==> config.mk <==
export PLATFORM = sky130hd
export DESIGN_NAME = vga_plot_arbiter
export DESIGN_NICKNAME = d
export VERILOG_FILES = /design/src/rtl/vga_plot_arbiter.sv
export SDC_FILE = /design/constraint.sdc
export NUM_CORES = 1
export LEC_CHECK = 0
export BUFFER_PORTS_ARGS = -buffer_cell sky130_fd_sc_hd__buf_4
export CORE_ASPECT_RATIO = 1.25
export CORE_MARGIN = 5
export CORE_UTILIZATION = 45
export CTS_CLUSTER_SIZE = 30
export DETAILED_ROUTE_END_ITERATION = 7
export GPL_ROUTABILITY_DRIVEN = 0
export PLACE_DENSITY = 0.84
export SETUP_SLACK_MARGIN = 0.15
export SYNTH_ARGS = -nofsm -noshare
export SYNTH_HDL_FRONTEND = slang
export SYNTH_SLANG_ARGS = --single-unit
==> constraint.sdc <==
create_clock -name clk -period 5.25 [get_ports clk]
set_input_delay 0.2625 -clock clk [delete_from_list [all_inputs] [get_ports clk]]
set_output_delay 0.2625 -clock clk [all_outputs]
set_load 0.01 [all_outputs]
==> src/rtl/vga_plot_arbiter.sv <==
`default_nettype none
// ============================================================================
// Module   : vga_plot_arbiter
// Purpose  : round-robin owner of the VGA pixel-write port with grant watchdog
// Revision : 1.0
// ============================================================================
module vga_plot_arbiter #(
    parameter int NUM_REQ = 4,
    parameter int TIMEOUT = 1023
) (
    input  logic                 clk,
    input  logic                 resetn,
    input  logic [NUM_REQ-1:0]   req,
    input  logic [9*NUM_REQ-1:0] x_in,
    input  logic [8*NUM_REQ-1:0] y_in,
    input  logic [3*NUM_REQ-1:0] colour_in,
    input  logic [NUM_REQ-1:0]   plot_in,
    input  logic [NUM_REQ-1:0]   done_in,
    output logic [NUM_REQ-1:0]   grant,
    output logic [8:0]           vga_x,
    output logic [7:0]           vga_y,
    output logic [2:0]           vga_colour,
    output logic                 vga_plot,
    output logic                 busy,
    output logic                 timeout,
    output logic [1:0]           timeout_id
);

    localparam logic [1:0]  S_IDLE    = 2'd0;
    localparam logic [1:0]  S_GRANT   = 2'd1;
    localparam logic [1:0]  S_RELEASE = 2'd2;
    localparam logic [15:0] C_LAST    = 16'(TIMEOUT - 1);

    logic [1:0]         state_q, state_d;
    logic [NUM_REQ-1:0] grant_q, grant_d;
    logic [1:0]         idx_q, idx_d;
    logic [1:0]         ptr_q, ptr_d;
    logic [15:0]        cnt_q, cnt_d;
    logic [8:0]         vx_q, vx_d;
    logic [7:0]         vy_q, vy_d;
    logic [2:0]         vc_q, vc_d;
    logic               vplot_q, vplot_d;
    logic               tmo_q, tmo_d;
    logic [1:0]         tid_q, tid_d;

    logic               w_found;
    logic [1:0]         w_win;
    logic [2:0]         w_pos;
    logic [8:0]         w_sel_x;
    logic [7:0]         w_sel_y;
    logic [2:0]         w_sel_c;
    logic               w_sel_plot;
    logic               w_sel_done;

    // First requesting index at or above ptr, wrapping around.
    always_comb begin
        w_found = 1'b0;
        w_win   = 2'd0;
        w_pos   = 3'd0;
        for (int k = 0; k < NUM_REQ; k++) begin
            w_pos = {1'b0, ptr_q} + 3'(k);
            if (w_pos >= 3'(NUM_REQ)) begin
                w_pos = w_pos - 3'(NUM_REQ);
            end
            if (!w_found && req[w_pos[1:0]]) begin
                w_found = 1'b1;
                w_win   = w_pos[1:0];
            end
        end
    end

    always_comb begin
        w_sel_x    = '0;
        w_sel_y    = '0;
        w_sel_c    = '0;
        w_sel_plot = 1'b0;
        w_sel_done = 1'b0;
        for (int i = 0; i < NUM_REQ; i++) begin
            if (idx_q == 2'(i)) begin
                w_sel_x    = x_in[9*i +: 9];
                w_sel_y    = y_in[8*i +: 8];
                w_sel_c    = colour_in[3*i +: 3];
                w_sel_plot = plot_in[i];
                w_sel_done = done_in[i];
            end
        end
    end

    always_comb begin
        state_d = state_q;
        grant_d = grant_q;
        idx_d   = idx_q;
        ptr_d   = ptr_q;
        cnt_d   = cnt_q;
        vx_d    = vx_q;
        vy_d    = vy_q;
        vc_d    = vc_q;
        vplot_d = 1'b0;
        tmo_d   = 1'b0;
        tid_d   = tid_q;
        case (state_q)
            S_IDLE: begin
                if (w_found) begin
                    grant_d        = '0;
                    grant_d[w_win] = 1'b1;
                    idx_d          = w_win;
                    cnt_d          = '0;
                    state_d        = S_GRANT;
                end
            end
            S_GRANT: begin
                vx_d    = w_sel_x;
                vy_d    = w_sel_y;
                vc_d    = w_sel_c;
                vplot_d = w_sel_plot;
                cnt_d   = cnt_q + 16'd1;
                // done takes priority over an expiry in the same cycle
                if (w_sel_done || cnt_q == C_LAST) begin
                    state_d = S_RELEASE;
                    grant_d = '0;
                    ptr_d   = (idx_q == 2'(NUM_REQ - 1)) ? 2'd0 : idx_q + 2'd1;
                    if (!w_sel_done) begin
                        tmo_d = 1'b1;
                        tid_d = idx_q;
                    end
                end
            end
            S_RELEASE: begin
                state_d = S_IDLE;
            end
            default: begin
                state_d = S_IDLE;
            end
        endcase
    end

    always_ff @(posedge clk or negedge resetn) begin
        if (!resetn) begin
            state_q <= S_IDLE;
            grant_q <= '0;
            idx_q   <= 2'd0;
            ptr_q   <= 2'd0;
            cnt_q   <= '0;
            vx_q    <= '0;
            vy_q    <= '0;
            vc_q    <= '0;
            vplot_q <= 1'b0;
            tmo_q   <= 1'b0;
            tid_q   <= 2'd0;
        end else begin
            state_q <= state_d;
            grant_q <= grant_d;
            idx_q   <= idx_d;
            ptr_q   <= ptr_d;
            cnt_q   <= cnt_d;
            vx_q    <= vx_d;
            vy_q    <= vy_d;
            vc_q    <= vc_d;
            vplot_q <= vplot_d;
            tmo_q   <= tmo_d;
            tid_q   <= tid_d;
        end
    end

    assign grant      = grant_q;
    assign vga_x      = vx_q;
    assign vga_y      = vy_q;
    assign vga_colour = vc_q;
    assign vga_plot   = vplot_q;
    assign busy       = (state_q != S_IDLE);
    assign timeout    = tmo_q;
    assign timeout_id = tid_q;

endmodule
`default_nettype wire

==> results_dict.tcl <==
set metrics [dict create \
    status "complete, but fails checks" \
    failed_checks "negative hold slack" \
    endpoint "ptr_q[1]" \
    cts_root_buf "clkbuf_8" \
    wl_um 8580 \
    grt_usage_pct 20.5 \
    whs_ns -0.0228 \
    min-delay-path-class "input port to async pin" \
    criticalPathCategory "flop to flop" \
    die_area_um2 8300 \
    arrival_ns 2.76 \
    reg2reg_depth 6 \
    layout.cells.most_common "buf_4" \
    setup_tns_ns 0 \
    die_x_um 82.5 \
    pwr-share-clk_pct 13.4 \
    synthArstFlopShare_pct 100 \
    pin_count 123 \
    cts_resized 0 \
    syn_nets 426 \
    p_leak_nw 1.97 \
    avgSynthCellArea_um2 9.07 \
    first_global_vias 2921 \
    cts_buffers 5 \
    p_sw_w 0.000854 \
    cts_tree "yes" \
    drv_cap 0 \
    port_buffers 122 \
    met1_usage_pct 24.5 \
    drt_iter0_markers 168 \
    core_area_um2 6480 \
    firstDrtPassIters 4 \
    endpoint_kind "flop" \
    grt_overflow 0 \
    antenna_cells 0 \
    drive_above_1_share_pct 32.0 \
    synth_edf_count 0 \
    p_seq_share_pct 29.7 \
    htree_levels 2 \
    comb_power_share_pct 56.9 \
    grt_max_degree 51 \
    seq_area_frac_synth_pct 42.3 \
    final_nets 536 \
    drv_slew 0 \
    path_buf_inv 1 \
    finClkSkew_ns 0.00364 \
    cp_top_family "compound AO/OA/AOI/OAI gates" \
    yosysUniqueCellTypes 53 \
    ys.flop_type "dfrtp_1" \
    crit_slowest_cell "ha_1" \
    dp_hpwl_um 6300 \
    grt_use_met3_pct 4.47 \
    max_stage_delay_ns 0.72 \
    r2r_end "ptr_q[1]" \
    synth_area_um2 2960 \
    rows 33 \
    slew_headroom_pct 42.5 \
    p_int_w 0.00120 \
    setup_violations 0 \
    grt_pass1_wl_um 13500 \
    busiest_layer "met2" \
    startpoint_type "flop" \
    ff2ff_setup_slack_ns 2.67 \
    antenna_found_initial 0 \
    postCtsSetupBuffers 0 \
    use_met2_pct 36.4 \
    tightest_slew_ns 0.862 \
    synth-seq-cells 50 \
    layout_common_cells "buf_4, dfrtp_1, a21oi_1" \
    power_w 0.00205 \
    cts_num_sinks 50 \
    die_y_um 101 \
    final_antenna_net_count 0 \
    area_delta_synth_final_pct 36.3 \
    start_util_pct 45.6 \
    max_freq_mhz 388 \
    rsz0062_at_grt "no" \
    dr_total_vias 2959 \
    drc_errors 0 \
    hold_viol_final 50 \
    worstPathCellList "inv_1 -> ha_1 -> a211oi_1 -> a211o_1 -> o22a_1 -> mux2_1" \
    viasPerCell 5.65 \
    clockBufferDepth 2 \
    peakVddDrop_mv 0.270 \
    clkTransAtPathRegs_ns 0.09 \
    switching_share_pct 41.6 \
    yosys_warnings 0 \
    crit_cells 6 \
    period_minus_slack_ns 2.58 \
    syn_inst 326 \
    worstPathRequired_ns 5.44 \
    ctsHoldBuffers 0 \
    clock_latency_ns 0.30 \
    min_period_over_period_pct 49.1 \
    power.density_nw_per_um2 510 \
    crit_start "idx_q[1]" \
    rr_startpoint "idx_q[1]" \
    wire_per_inst_um 16.4 \
    path_max_fanout 25 \
]
[worst min-delay path by stage]
| stage | end | slack, ns |
|---|---|---|
| after detailed placement | vga_x[3] | 0.33 |
| final | vga_x[3] | -0.02 |
| after global routing | grant[2] | 0.03 |
| after CTS | vga_x[6] | 0.001 |
| after floorplan | cnt_q[0] | -0.03 |
| after global placement | vga_x[3] | 0.32 |
[stage by stage]
stage               hold slack [ns]  utilization [%]  std cells  instance area, um2  worst slack [ns]
CTS                         0.00105             62.1        524                4030              2.68
finish                      -0.0228             62.1        524                4030              2.67
global route                 0.0301             62.1        524                4030              2.53
floorplan                   -0.0331                -        326                2960              3.39
global placement              0.324             60.4        516                3920              2.84
detailed placement            0.333             60.4        516                3920              2.70
[cell usage after synthesis, types with 4 or more instances]
library cell  count  area share [%]
nand3_1           7             1.2
nand4_1           7             1.5
ha_1              6             2.5
o31ai_1           4             1.0
clkbuf_1         17             2.2
a21oi_1          45             7.6
nor2_1           24             3.0
a211o_1          21             6.2
and2_1            4            0.85
dfrtp_1          50              42
o21ai_1          10             1.7
mux2_1            4             1.5
buf_2             5            0.85
a221oi_1         20             5.9
nand2_1          14             1.8
inv_1            29             3.7
a32o_1            4             1.4
[routing by layer]
| layer | routed length, um | up-vias | share of wire, % |
|---|---|---|---|
| li1 | - | 1424 | - |
| met1 | 3390 | 1421 | 39 |
| met2 | 4350 | 104 | 51 |
| met3 | 720 | 10 | 8.4 |
| met4 | 129 | 0 | 1.5 |
| met5 | 0 | - | 0 |
[cell type report]
cell class / instances / area [um2]
fill: 564 / 2450
tap: 87 / 109
timing repair buffer: 127 / 953
multi-input combinational: 223 / 1500
sequential: 50 / 1250
inverter: 29 / 109
clock inverter: 2 / 37.5
clock buffer: 6 / 72.6
[power groups by stage]
stage	logic (W)	registers (W)	clock network [W]
2_1_floorplan	0.000749	0.000647	0
3_3_place_gp	0.00114	0.000610	0
3_5_place_dp	0.00117	0.000616	0
4_1_cts	0.00118	0.000609	0.000280
5_1_grt	0.00129	0.000630	0.000297
6_report	0.00117	0.000609	0.000275
[cell families (layout without fill, tap and decap cells)]
family,Yosys count,count (layout),synth area share [%]
buf+inv,53,164,7.07
xor+xnor,2,2,0.593
fa+ha+maj,6,6,2.54
simple gates,81,81,15.0
compound gates,127,127,29.8
mux,7,7,2.58
flops,50,50,42.3
[worst reg2reg max path: stages (launching register included)]
cell	delay (ns)
dfrtp_1	0.44
inv_1	0.10
ha_1	0.72
a211oi_1	0.17
a211o_1	0.37
o22a_1	0.31
mux2_1	0.36
[sequential cells by signal (all words and copies together), names as in the netlist]
register and flops:
vga_y 8, timeout 1, timeout_id 2, cnt_q 16, vga_x 9, vga_plot 1
idx_q 2, grant 4, ptr_q 2, vga_colour 3, state_q 2
(Power assumes the default switching activity.)
